===== config.mk =====
export PLATFORM = sky130hd
export DESIGN_NAME = uart_word_tx_flat
export DESIGN_NICKNAME = d
export VERILOG_FILES = /design/src/rtl/uart_pkg.sv /design/src/rtl/uart_word_tx_if.sv /design/src/rtl/uart_baud_tick.sv /design/src/rtl/uart_word_tx.sv /design/src/flat_wrapper.sv
export SDC_FILE = /design/constraint.sdc
export NUM_CORES = 1
export LEC_CHECK = 0
export CORE_MARGIN = 1.5
export CORE_UTILIZATION = 58
export DETAILED_ROUTE_END_ITERATION = 10
export PLACE_DENSITY_LB_ADDON = 0.1
export SYNTH_ARGS = -nofsm -noshare
export SYNTH_HDL_FRONTEND = slang
export SYNTH_SLANG_ARGS = --single-unit

===== constraint.sdc =====
create_clock -name clk -period 4.1 [get_ports clk]
set_input_delay 0.82 -clock clk [delete_from_list [all_inputs] [get_ports clk]]
set_output_delay 0.82 -clock clk [all_outputs]
set_load 0.005 [all_outputs]

===== src/rtl/uart_pkg.sv =====
// Shared UART definitions: transmit FSM states, frame constants and parity helper.
// Used by both the word transmitter and the receive side.
package uart_pkg;

  localparam int   UART_DATA_BITS = 8;
  localparam logic UART_IDLE_LVL  = 1'b1;

  typedef enum logic [2:0] {
    IDLE,
    START,
    DATA,
    PARITY,
    STOP
  } tx_state_t;

  function automatic logic even_parity(input logic [UART_DATA_BITS-1:0] data_byte);
    return ^data_byte;
  endfunction

endpackage


===== src/rtl/uart_word_tx_if.sv =====
// Valid/ready word handshake between the filter output and the UART word transmitter.
interface uart_word_tx_if;

  logic signed [15:0] data_in;
  logic               data_valid;
  logic               data_ready;

  modport master (output data_in, output data_valid, input  data_ready);
  modport slave  (input  data_in, input  data_valid, output data_ready);

endinterface


===== src/rtl/uart_baud_tick.sv =====
// Bit-period counter: counts 0..CLKS_PER_BIT-1 and pulses o_tick on the last count.
// i_restart holds the count at zero so a new bit period starts cleanly.
module uart_baud_tick #(
  parameter int CLKS_PER_BIT = 434
) (
  input  logic clk,
  input  logic rst_n,
  input  logic i_restart,
  output logic o_tick
);

  localparam int CNT_W = (CLKS_PER_BIT > 1) ? $clog2(CLKS_PER_BIT) : 1;
  localparam logic [CNT_W-1:0] CNT_LAST = CNT_W'(CLKS_PER_BIT - 1);

  logic [CNT_W-1:0] r_count;

  // NOTE: sequential state uses non-blocking assignments and an async reset so every flop
  // updates from pre-edge values and reset takes effect without waiting for a clock.
  always_ff @(posedge clk or negedge rst_n) begin
    if (!rst_n) begin
      r_count <= '0;
    end else if (i_restart || (r_count == CNT_LAST)) begin
      r_count <= '0;
    end else begin
      r_count <= r_count + CNT_W'(1);
    end
  end

  assign o_tick = !i_restart && (r_count == CNT_LAST);

endmodule


===== src/rtl/uart_word_tx.sv =====
// Sends one signed 16-bit sample as two UART frames (low byte first) with a valid/ready input.
// Define UART_TX_PARITY_EN to insert an even-parity bit after the data bits of each byte.
module uart_word_tx
  import uart_pkg::*;
#(
  parameter int CLKS_PER_BIT = 434,
  parameter int STOP_BITS    = 1
) (
  input  logic           clk,
  input  logic           reset,
  uart_word_tx_if.slave  word_if,
  output logic           tx_data,
  output logic           busy
);

  localparam logic [2:0] LAST_BIT  = 3'(UART_DATA_BITS - 1);
  localparam logic       STOP_LAST = (STOP_BITS == 2);

  tx_state_t   r_state;
  tx_state_t   w_next_state;
  logic [15:0] r_shift;
  logic        r_byte_idx;
  logic [2:0]  r_bit_idx;
  logic        r_stop_idx;
  logic        w_tick;
  logic        w_accept;
  logic        w_restart;
`ifdef UART_TX_PARITY_EN
  logic        r_parity;
`endif

  assign w_accept  = word_if.data_valid && (r_state == IDLE);
  assign w_restart = (r_state == IDLE);

  uart_baud_tick #(
    .CLKS_PER_BIT (CLKS_PER_BIT)
  ) u_baud_tick (
    .clk       (clk),
    .rst_n     (reset),
    .i_restart (w_restart),
    .o_tick    (w_tick)
  );

  always_ff @(posedge clk or negedge reset) begin
    if (!reset) begin
      r_state <= IDLE;
    end else begin
      r_state <= w_next_state;
    end
  end

  // NOTE: every signal written in always_comb gets a default first, so no path infers a latch.
  always_comb begin
    w_next_state = r_state;
    case (r_state)
      IDLE:  if (w_accept) w_next_state = START;
      START: if (w_tick)   w_next_state = DATA;
      DATA: begin
        if (w_tick && (r_bit_idx == LAST_BIT)) begin
`ifdef UART_TX_PARITY_EN
          w_next_state = PARITY;
`else
          w_next_state = STOP;
`endif
        end
      end
`ifdef UART_TX_PARITY_EN
      PARITY: if (w_tick) w_next_state = STOP;
`endif
      STOP: begin
        if (w_tick && (r_stop_idx == STOP_LAST)) begin
          w_next_state = r_byte_idx ? IDLE : START;
        end
      end
      default: w_next_state = IDLE;
    endcase
  end

  // Datapath: the word is latched once and shifted right, so byte 1 lands in r_shift[7:0]
  // after the eight data bits of byte 0 have gone out.
  always_ff @(posedge clk or negedge reset) begin
    if (!reset) begin
      r_shift    <= '0;
      r_byte_idx <= 1'b0;
      r_bit_idx  <= '0;
      r_stop_idx <= 1'b0;
`ifdef UART_TX_PARITY_EN
      r_parity   <= 1'b0;
`endif
    end else begin
      case (r_state)
        IDLE: begin
          if (w_accept) begin
            r_shift    <= word_if.data_in;
            r_byte_idx <= 1'b0;
            r_bit_idx  <= '0;
            r_stop_idx <= 1'b0;
          end
        end
`ifdef UART_TX_PARITY_EN
        START: r_parity <= even_parity(r_shift[UART_DATA_BITS-1:0]);
`endif
        DATA: begin
          if (w_tick) begin
            r_shift   <= {1'b0, r_shift[15:1]};
            r_bit_idx <= r_bit_idx + 3'd1;
          end
        end
        STOP: begin
          if (w_tick) begin
            if (r_stop_idx == STOP_LAST) begin
              r_stop_idx <= 1'b0;
              r_byte_idx <= ~r_byte_idx;
            end else begin
              r_stop_idx <= r_stop_idx + 1'b1;
            end
          end
        end
        default: ;
      endcase
    end
  end

  always_comb begin
    tx_data            = UART_IDLE_LVL;
    busy               = (r_state != IDLE);
    word_if.data_ready = (r_state == IDLE);
    case (r_state)
      START:  tx_data = 1'b0;
      DATA:   tx_data = r_shift[0];
`ifdef UART_TX_PARITY_EN
      PARITY: tx_data = r_parity;
`endif
      default: tx_data = UART_IDLE_LVL;
    endcase
  end

endmodule

===== src/flat_wrapper.sv =====
// flat-port wrapper written by rule: the top's interface ports become plain ports
module uart_word_tx_flat import uart_pkg::*;
#(
  parameter int CLKS_PER_BIT = 434,
  parameter int STOP_BITS    = 1
)
  (clk, reset, tx_data, busy, word_if_data_in, word_if_data_valid, word_if_data_ready);
  uart_word_tx_if word_if_i ();
  input  logic clk;
  input  logic reset;
  output logic tx_data;
  output logic busy;
  input wire logic [$bits(word_if_i.data_in)-1:0] word_if_data_in;
  input wire logic [$bits(word_if_i.data_valid)-1:0] word_if_data_valid;
  output wire logic [$bits(word_if_i.data_ready)-1:0] word_if_data_ready;
  assign word_if_i.data_in = word_if_data_in;
  assign word_if_i.data_valid = word_if_data_valid;
  assign word_if_data_ready = word_if_i.data_ready;
  uart_word_tx #(.CLKS_PER_BIT(CLKS_PER_BIT), .STOP_BITS(STOP_BITS)) u_core (.clk(clk), .reset(reset), .word_if(word_if_i), .tx_data(tx_data), .busy(busy));
endmodule

==> flow_summary.ini <==
[status]
status = complete, no violations

[drt]
drt_iter0_markers = 13
vias = 1165
dr.pass1.iters = 4
drcViolationCount = 0
route.detailed.wl_per_inst_um = 13.6
ant_nets = 0
viasPerCell = 5.66
wl_um = 2790

[cts]
cts_tree = yes
numCtsBuffers = 5
clk_pin_slew_worst_paths_ns = 0.09
clk_latency_ns = 0.33
cts_resized = 0
postCtsSetupRepairBufs = 0
clock_sinks = 32
cts-root-buf = clkbuf_4
hold_buffers = 0
clockBufferDepth = 2
ctsHtreeMaxLevel = 2

[timing]
setup_viol = 0
tns_ns = 0
slew_headroom_pct = 36.3
worst_pin_slew_ns = 0.955
final.setup.worst_slack_ns = 1.43
hold_violations = 0
rsz0062_at_grt = no
whs_ns = 0.485
period_minus_slack_ns = 2.67
max_freq_mhz = 375
slew_viol_final = 0
period_share_pct = 65.1
clock_skew_ns = 0.00965

[critical_path]
cp_cell_sequence = nor3_1 > clkdlybuf4s50_1
r2r-end = u_core.r_shift[7]$_DFFE_PN0P_
crit_required_ns = 3.28
reg2reg_slack_ns = 1.79
crit_buf_inv = 1
worstPathMaxFanout = 9
worstPathArrival_ns = 1.85
regToRegStartpoint = u_core.r_state[2]$_DFFE_PN0P_
rr_worst_depth = 5
crit_family = buffers and inverters
startpoint_type = flip-flop
worstSetupPathType = flip-flop to primary output
end_kind = primary output
critPathSlowestCell = clkdlybuf4s50_1
slowest_delay_ns = 0.59

[pwr]
p_leak_nw = 0.914
finalPower_uw = 497
peakVddDrop_mv = 0.207
power_density_nw_per_um2 = 261

[logic_synthesis]
async_flop_share_pct = 100
ys_seq_elements = 32
syn_avg_cell_area_um2 = 10.8
syn_area_um2 = 1650
synth_nets = 176
ys_seq_area_share_pct = 48.7
ys.flop_type = dfrtp_1
synth_cell_types = 39
netlist_instances = 153
ys_warn_count = 0
synth_edf_count = 0

[layout]
finish.net_count = 200
stdcell_area_um2 = 1900
final_cells = 206
area_growth_pct = 15.7
post_route_cells_drive_above_1_share_pct = 17.7
antenna_cells = 0
n_fill_cell = 237
fin_util_pct = 69.6

[floorplanning]
initial_utilization_pct = 60.2
dieHeight_um = 56.3
fp.coreArea_um2 = 2730
num_rows = 19
die_w_um = 56.3
die_area_um2 = 3170
ios = 22

[min_path]
hp-class = flip-flop to flip-flop
hp-start = u_core.r_bit_idx[0]$_DFFE_PN0P_
whs_path_depth = 1
whs_endpoint = u_core.r_bit_idx[0]$_DFFE_PN0P_

[job]
maxCapViolations = 0

[global_route]
grt_use_total_pct = 20.9
grt_pass1_wl_um = 5020
antenna_found_initial = 0
grt_pass1_vias = 1198
grt.overflow.total = 0
grt_start_max_net_pins = 33

[place]
placed_cells = 201
hpwl_um = 1960
portBuffers = 21
pre_cts_ws_ns = 1.33
dpl_cell_area_um2 = 1870
gp_congestion = 0.777
-- per-layer routing --
layer	routed length, um	share of wire [%]	global-route usage, %
met5	0	0	0
met4	67	2.4	12.6
met3	96	3.4	4.84
met2	1360	49	34.5
met1	1270	45	24.7
-- kinds of logic (layout without fill, tap and decap cells) --
group / after synthesis / count (layout) / synth area share (%)
xor+xnor: 4 / 4 / 2.13
buf+inv: 9 / 31 / 3.35
fa+ha+maj: 4 / 4 / 3.04
compound gates: 33 / 33 / 15.3
flops: 32 / 32 / 48.7
simple gates: 54 / 54 / 17.1
mux: 17 / 17 / 10.4
-- synthesized netlist by cell type, drive strengths merged, types with 2 or more instances --
cell type / n / area (um2)
a21oi: 19 / 144
a31o: 2 / 17.5
and3: 2 / 12.5
buf: 5 / 40.0
dfrtp: 32 / 801
ha: 4 / 50.1
inv: 3 / 11.3
mux2i: 16 / 160
nand2: 7 / 26.3
nand3: 5 / 25.0
nand4: 2 / 12.5
nor2: 25 / 109
nor3: 3 / 15.0
o21ai: 5 / 25.0
or3: 3 / 18.8
or3b: 2 / 17.5
or4b: 2 / 23.8
xnor2: 2 / 17.5
xor2: 2 / 17.5
-- layout by cell type (no fill, tap or decap), types with 3 or more instances in the layout --
master | Yosys | layout
dfrtp_1 | 32 | 32
nor2_1 | 21 | 21
clkdlybuf4s50_1 | 0 | 21
mux2i_1 | 16 | 16
a21oi_2 | 13 | 13
nand2_1 | 7 | 7
a21oi_1 | 6 | 6
nand3_1 | 5 | 5
clkbuf_4 | 0 | 5
o21ai_0 | 4 | 4
ha_1 | 4 | 4
inv_1 | 3 | 3
nor3_1 | 3 | 3
or3_1 | 3 | 3
nor2_2 | 3 | 3
-- area by class of cell --
cell class,instances,area (um2),area share (%)
clock buffers,5,37.5,1.97
inverters,3,11.3,0.592
well taps,31,38.8,2.04
repair buffers,23,225,11.8
multi-input cells,112,790,41.5
flip-flops and latches,32,801,42.1
-- registers in the layout, summed over array words and instances (netlist names) --
signal / flops
u_core.r_bit_idx: 3
u_core.r_byte_idx: 1
u_core.r_shift: 16
u_core.r_state: 3
u_core.u_baud_tick.r_count: 9
-- power by group --
| part | internal (mW) | total, mW | switching (mW) | leakage (nW) |
|---|---|---|---|---|
| Clock | 0.0571 | 0.152 | 0.0946 | 0.0230 |
| Combinational | 0.0182 | 0.0302 | 0.0119 | 0.469 |
| Sequential | 0.315 | 0.315 | 0 | 0.422 |
-- how the worst max path moves through the flow --
stage                                        startpoint                        endpoint  cells after the start
after floorplan                      word_if_data_valid  u_core.r_shift[10]$_DFFE_PN0P_                      4
after global placement               word_if_data_valid  u_core.r_shift[15]$_DFFE_PN0P_                      5
after detailed placement             word_if_data_valid   u_core.r_shift[7]$_DFFE_PN0P_                      6
after CTS                 u_core.r_state[1]$_DFFE_PN0P_              word_if_data_ready                      2
after global routing      u_core.r_state[2]$_DFFE_PN0P_              word_if_data_ready                      2
final                     u_core.r_state[1]$_DFFE_PN0P_              word_if_data_ready                      2
No activity file was read; power rests on OpenSTA's default activity.
